**src/rtl/game_pkg.sv**
```systemverilog
// Shared definitions for the tic-tac-toe front end: key codes, scanner states
// and keypad geometry helpers.
package game_pkg;

  localparam int unsigned ROW_W            = 4;
  localparam int unsigned COL_W            = 3;
  localparam int unsigned CODE_W           = 4;
  localparam int unsigned CNT_W            = 4;
  localparam int unsigned SCAN_DIV_DEFAULT = 25000;

  localparam logic [CODE_W-1:0] KEY_STAR = 4'hA;
  localparam logic [CODE_W-1:0] KEY_HASH = 4'hB;
  localparam logic [CODE_W-1:0] KEY_ZERO = 4'h0;

  typedef enum logic [1:0] {
    SCAN     = 2'd0,
    DEBOUNCE = 2'd1,
    HELD     = 2'd2
  } scan_state_t;

  // Map a one-hot row/column pair to the printed legend of the key.
  function automatic logic [CODE_W-1:0] key_code(input logic [ROW_W-1:0] row,
                                                 input logic [COL_W-1:0] col);
    logic [CODE_W-1:0] base;
    logic [CODE_W-1:0] off;
    case (col)
      3'b010:  off = 4'd1;
      3'b100:  off = 4'd2;
      default: off = 4'd0;
    endcase
    case (row)
      4'b0010: base = 4'd4;
      4'b0100: base = 4'd7;
      default: base = 4'd1;
    endcase
    if (row == 4'b1000) begin
      case (col)
        3'b001:  key_code = KEY_STAR;
        3'b010:  key_code = KEY_ZERO;
        default: key_code = KEY_HASH;
      endcase
    end else begin
      key_code = base + off;
    end
  endfunction

  function automatic logic [COL_W-1:0] col_rotate(input logic [COL_W-1:0] col);
    col_rotate = {col[COL_W-2:0], col[COL_W-1]};
  endfunction

endpackage

```
**src/rtl/tick_gen.sv**
```systemverilog
// Free-running divider producing a registered one-clock pulse every DIV clocks.
module tick_gen #(
  parameter int unsigned DIV = 4
) (
  input  logic clk,
  input  logic rst_n,
  output logic tick
);

  localparam int unsigned CW   = (DIV > 1) ? $clog2(DIV) : 1;
  localparam logic [CW-1:0] LAST = CW'(DIV - 1);

  logic [CW-1:0] cnt;

  always_ff @(posedge clk or negedge rst_n) begin
    if (!rst_n) begin
      cnt  <= '0;
      tick <= 1'b0;
    end else begin
      cnt  <= (cnt == LAST) ? '0 : cnt + CW'(1);
      tick <= (cnt == LAST);
    end
  end

endmodule

```
**src/rtl/keypad_scanner.sv**
```systemverilog
// 3x4 matrix keypad scanner: column drive, row synchronizer, press/release
// debounce and single-event key reporting.
module keypad_scanner
  import game_pkg::*;
#(
  parameter int unsigned SCAN_DIV       = SCAN_DIV_DEFAULT,
  parameter int unsigned DEBOUNCE_SCANS = 8
) (
  input  logic              clk,
  input  logic              rst_n,
  input  logic [ROW_W-1:0]  key_row,
  output logic [COL_W-1:0]  key_col,
  output logic [CODE_W-1:0] key_data,
  output logic              key_valid,
  output logic              key_busy
);

  localparam logic [CNT_W-1:0] DB_LAST = CNT_W'(DEBOUNCE_SCANS);

  logic [ROW_W-1:0]  row_meta;
  logic [ROW_W-1:0]  row_sync;
  logic              tick;

  scan_state_t       state, state_n;
  logic [ROW_W-1:0]  cand_row, cand_row_n;
  logic [CNT_W-1:0]  cnt, cnt_n;
  logic [COL_W-1:0]  col_n;
  logic [CODE_W-1:0] data_n;
  logic              valid_n;
  logic              busy_n;

  logic              row_one_hot_c;
  logic [CNT_W-1:0]  cnt_inc_c;

  // Row lines are asynchronous to clk.
  always_ff @(posedge clk or negedge rst_n) begin
    if (!rst_n) begin
      row_meta <= '0;
      row_sync <= '0;
    end else begin
      row_meta <= key_row;
      row_sync <= row_meta;
    end
  end

  tick_gen #(.DIV(SCAN_DIV)) u_tick (
    .clk   (clk),
    .rst_n (rst_n),
    .tick  (tick)
  );

  always_ff @(posedge clk or negedge rst_n) begin
    if (!rst_n) begin
      state     <= SCAN;
      cand_row  <= '0;
      cnt       <= '0;
      key_col   <= 3'b001;
      key_data  <= 4'h0;
      key_valid <= 1'b0;
      key_busy  <= 1'b0;
    end else begin
      state     <= state_n;
      cand_row  <= cand_row_n;
      cnt       <= cnt_n;
      key_col   <= col_n;
      key_data  <= data_n;
      key_valid <= valid_n;
      key_busy  <= busy_n;
    end
  end

  assign row_one_hot_c = (row_sync != '0) && ((row_sync & (row_sync - 4'd1)) == '0);
  assign cnt_inc_c     = cnt + 4'd1;

  // cnt counts matching ticks in DEBOUNCE and all-zero ticks in HELD.
  always_comb begin
    state_n    = state;
    cand_row_n = cand_row;
    cnt_n      = cnt;
    col_n      = key_col;
    data_n     = key_data;
    valid_n    = 1'b0;
    busy_n     = key_busy;

    case (state)
      SCAN: begin
        if (tick) begin
          if (row_one_hot_c) begin
            cand_row_n = row_sync;
            cnt_n      = 4'd1;
            busy_n     = 1'b1;
            state_n    = DEBOUNCE;
          end else begin
            col_n = col_rotate(key_col);
          end
        end
      end
      DEBOUNCE: begin
        if (tick) begin
          if (row_sync == cand_row) begin
            cnt_n = cnt_inc_c;
            if (cnt_inc_c == DB_LAST) begin
              cnt_n   = '0;
              data_n  = key_code(cand_row, key_col);
              valid_n = 1'b1;
              state_n = HELD;
            end
          end else begin
            cnt_n   = '0;
            busy_n  = 1'b0;
            col_n   = col_rotate(key_col);
            state_n = SCAN;
          end
        end
      end
      HELD: begin
        if (tick) begin
          if (row_sync == '0) begin
            cnt_n = cnt_inc_c;
            if (cnt_inc_c == DB_LAST) begin
              cnt_n   = '0;
              busy_n  = 1'b0;
              col_n   = col_rotate(key_col);
              state_n = SCAN;
            end
          end else begin
            cnt_n = '0;
          end
        end
      end
      default: begin
        cnt_n   = '0;
        busy_n  = 1'b0;
        col_n   = 3'b001;
        state_n = SCAN;
      end
    endcase
  end

endmodule

```
**config.mk**
```make
export PLATFORM = sky130hd
export DESIGN_NAME = keypad_scanner
export DESIGN_NICKNAME = d
export VERILOG_FILES = /design/src/rtl/game_pkg.sv /design/src/rtl/tick_gen.sv /design/src/rtl/keypad_scanner.sv
export SDC_FILE = /design/constraint.sdc
export NUM_CORES = 1
export LEC_CHECK = 0
export ABC_AREA = 1
export BUFFER_PORTS_ARGS = -buffer_cell sky130_fd_sc_hd__buf_2
export CORE_MARGIN = 2
export CORE_UTILIZATION = 65
export CTS_CLUSTER_DIAMETER = 200
export CTS_CLUSTER_SIZE = 24
export DETAILED_ROUTE_END_ITERATION = 16
export PLACE_DENSITY_LB_ADDON = 0.2
export SYNTH_ARGS = -nofsm -noshare
export SYNTH_HDL_FRONTEND = slang
export SYNTH_SLANG_ARGS = --single-unit
```
**constraint.sdc**
```tcl
create_clock -name clk -period 2.4 [get_ports clk]
set_input_delay 0.12 -clock clk [delete_from_list [all_inputs] [get_ports clk]]
set_output_delay 0.12 -clock clk [all_outputs]
set_load 0.01 [all_outputs]
```
==> results.sh <==
export IMPL_status="finished clean"
export IMPL_worstHoldPathType="register to register"
export IMPL_netlist_top_cells_area="dfrtp_1, nand2_1, inv_1"
export IMPL_cp_slowest_cell="dfstp_2"
export IMPL_first_pass_iters=4
export IMPL_crit_chain="inv_1 > nand3_1 > inv_1 > ha_1 > fa_1 > xor2_1 > nand3_1 > nand2_1"
export IMPL_yosys_register_bits=43
export IMPL_synth_fp_nets=326
export IMPL_synth_edf_count=0
export IMPL_p_leak_nw=1.48
export IMPL_htree_levels=2
export IMPL_endpoint_kind="register"
export IMPL_grt_start_max_net_pins=44
export IMPL_crit_required_ns=2.59
export IMPL_synth_ff_type="dfrtp_1"
export IMPL_synthArstFlopShare_pct=100
export IMPL_yosysTopAreaCellShare_pct=44.0
export IMPL_dp_cells=376
export IMPL_io_buffers=14
export IMPL_mostFrequentLayoutCells="nand2_1, dfrtp_1, inv_1"
export IMPL_globalRoute_totalOverflow=0
export IMPL_yosys_warnings=0
export IMPL_synthCells=315
export IMPL_postCtsSetupBuffers=0
export IMPL_tightest_slew_ns=0.948
export IMPL_root_buffer="clkbuf_8"
export IMPL_layout_drive_gt1_share_pct=14.4
export IMPL_synth_cell_types=31
export IMPL_setup_violations=0
export IMPL_pwr_share_comb_pct=3.6
export IMPL_power_density_nw_per_um2=510
export IMPL_swShare_pct=20.9
export IMPL_cp_slowest_stage_delay_ns=0.56
export IMPL_maxCapViolations=0
export IMPL_ys_seq_area_share_pct=45.1
export IMPL_cts_buffer_depth=2
export IMPL_final_cells=389
export IMPL_fp_dieW_um=64.6
export IMPL_track_usage_pct=26.4
export IMPL_startpoint_type="register"
export IMPL_final_common_cell="nand2_1"
export IMPL_fin_ws_ns=0.622
export IMPL_finalNetCount=351
export IMPL_drtAntennaViolNets=0
export IMPL_die_area_um2=4180
export IMPL_vias_per_cell=5.24
export IMPL_start_util_pct=66.3
export IMPL_core_um2=3610
export IMPL_p_int_mw=1.08
export IMPL_die_h_um=64.6
export IMPL_p_clk_share_pct=42.7
export IMPL_worstSkewPairLatency_ns=0.30
export IMPL_fin_crit_ns=1.78
export IMPL_drtIter0Drc=226
export IMPL_vias=2039
export IMPL_grt_pass1_wl_um=8480
export IMPL_power_switching_mw=0.286
export IMPL_cts_sinks=43
export IMPL_clk_pin_slew_ns=0.08
export IMPL_maxSlewViolCount=0
export IMPL_cp_top_family="adder cells"
export IMPL_gp_congestion=0.899
export IMPL_power_frac_seq_pct=53.7
export IMPL_dp_hpwl_um=3450
export IMPL_tritoncts="yes"
export IMPL_wl_per_cell_um=12.1
export IMPL_setup_tns_ns=0
export IMPL_dp_slack_ns=0.661
export IMPL_yosys_area_top_type="dfrtp_1"
export IMPL_rsz0062_at_grt="false"
export IMPL_hold_viol_final=0
export IMPL_drc_errors=0
export IMPL_diodes=0
export IMPL_crit_fanout=4
export IMPL_path_class="register to register"
export IMPL_area_growth_pct=12.3
export IMPL_std_cell_rows=22
export IMPL_slew_headroom_pct=36.8
export IMPL_finClkSkew_ns=0.00814
export IMPL_fmax_mhz=562
export IMPL_antenna_found_initial=0
export IMPL_critPathBufInv=2
export IMPL_arrival_ns=1.97
export IMPL_cts_buffers=5
export IMPL_drt_wl_total_um=4730
export IMPL_peakVddDrop_uv=423
export IMPL_ios=15
export IMPL_fin_crit_sh_pct=74.1
export IMPL_avgSynthCellArea_um2=7.59
export IMPL_syn_cell_area_um2=2390
export IMPL_grt_pass1_vias=1998
[worst paths after layout]
kind                       slack, ns         from     endpoint  cells past startpoint
max                             0.62   key_col[0]  key_data[2]                      8
min in group asynchronous       0.50        rst_n     key_busy                      2
min reg2reg                     0.34  row_meta[0]  row_sync[0]                      0
min                             0.34  row_meta[0]  row_sync[0]                      0
max in group asynchronous       1.31        rst_n       cnt[2]                      2
max reg2reg                     0.62   key_col[0]  key_data[2]                      8
[cell usage after synthesis (all sizes together), types with 2 or more instances]
library cell  instances
nor3                 10
xor2                  6
dfrtp                42
nand3b                2
o21ai                10
or2                   2
nor2                 32
nand3                33
nand4                10
inv                  46
a21oi                 4
ha                    4
clkinv                2
nand2               106
[cell type report]
class / instances / area (um^2)
inverter: 48 / 181
clock buffer: 6 / 82.6
sequential: 43 / 1080
clock inverter: 2 / 35.0
multi-input combinational: 223 / 1130
timing repair buffer: 19 / 120
tap: 48 / 60.1
fill: 271 / 923
[routing by layer]
metal	up-vias	share of wire, %	GRT usage (%)
li1	1043	-	-
met1	944	43	30.8
met2	42	51	47.5
met3	10	3.8	5.03
met4	0	2.1	10.9
met5	-	0	0
[timing repair]
| action | CTS | global route |
|---|---|---|
| gates resized for setup | 0 | 0 |
| hold buffers | 5 | 0 |
| hold endpoints to repair | 46 | 0 |
[sequential cells by signal, indices dropped and copies added, names as in the netlist]
register and cells:
cand_row 4, key_busy 1, key_col 3, u_tick.tick 1, key_data 4, u_tick.cnt 15
state 2, row_meta 4, key_valid 1, cnt 4, row_sync 4
[power groups by stage]
stage               Clock, mW  Sequential [mW]  Combinational, mW
finish                  0.584            0.735             0.0497
global route            0.623            0.736             0.0561
CTS                     0.595            0.735             0.0497
detailed placement          0            0.749             0.0437
global placement            0            0.749             0.0428
floorplan                   0            0.748             0.0211
[metrics by stage]
step	util [%]	total power, mW	cell area (um^2)	hold slack [ns]
2_1_floorplan	-	0.769	2390	-0.176
3_3_place_gp	69.7	0.792	2510	0.230
4_1_cts	74.4	1.38	2680	0.353
6_report	74.4	1.37	2680	0.343
5_1_grt	74.4	1.41	2680	0.359
3_5_place_dp	69.7	0.793	2510	0.230
[worst reg2reg max path, delay by kind of cell (launching register included)]
kind	cells	cell delay (ns)
fa+ha+maj	2	0.60
xor+xnor	1	0.18
simple gates	3	0.21
flops	1	0.56
buf+inv	2	0.12
[cell families after synthesis]
group | Yosys count | synth area share (%)
fa+ha+maj | 5 | 2.93
flops | 43 | 45.1
buf+inv | 49 | 7.80
xor+xnor | 6 | 2.20
simple gates | 196 | 37.6
compound gates | 16 | 4.35
(Power assumes the default switching activity.)
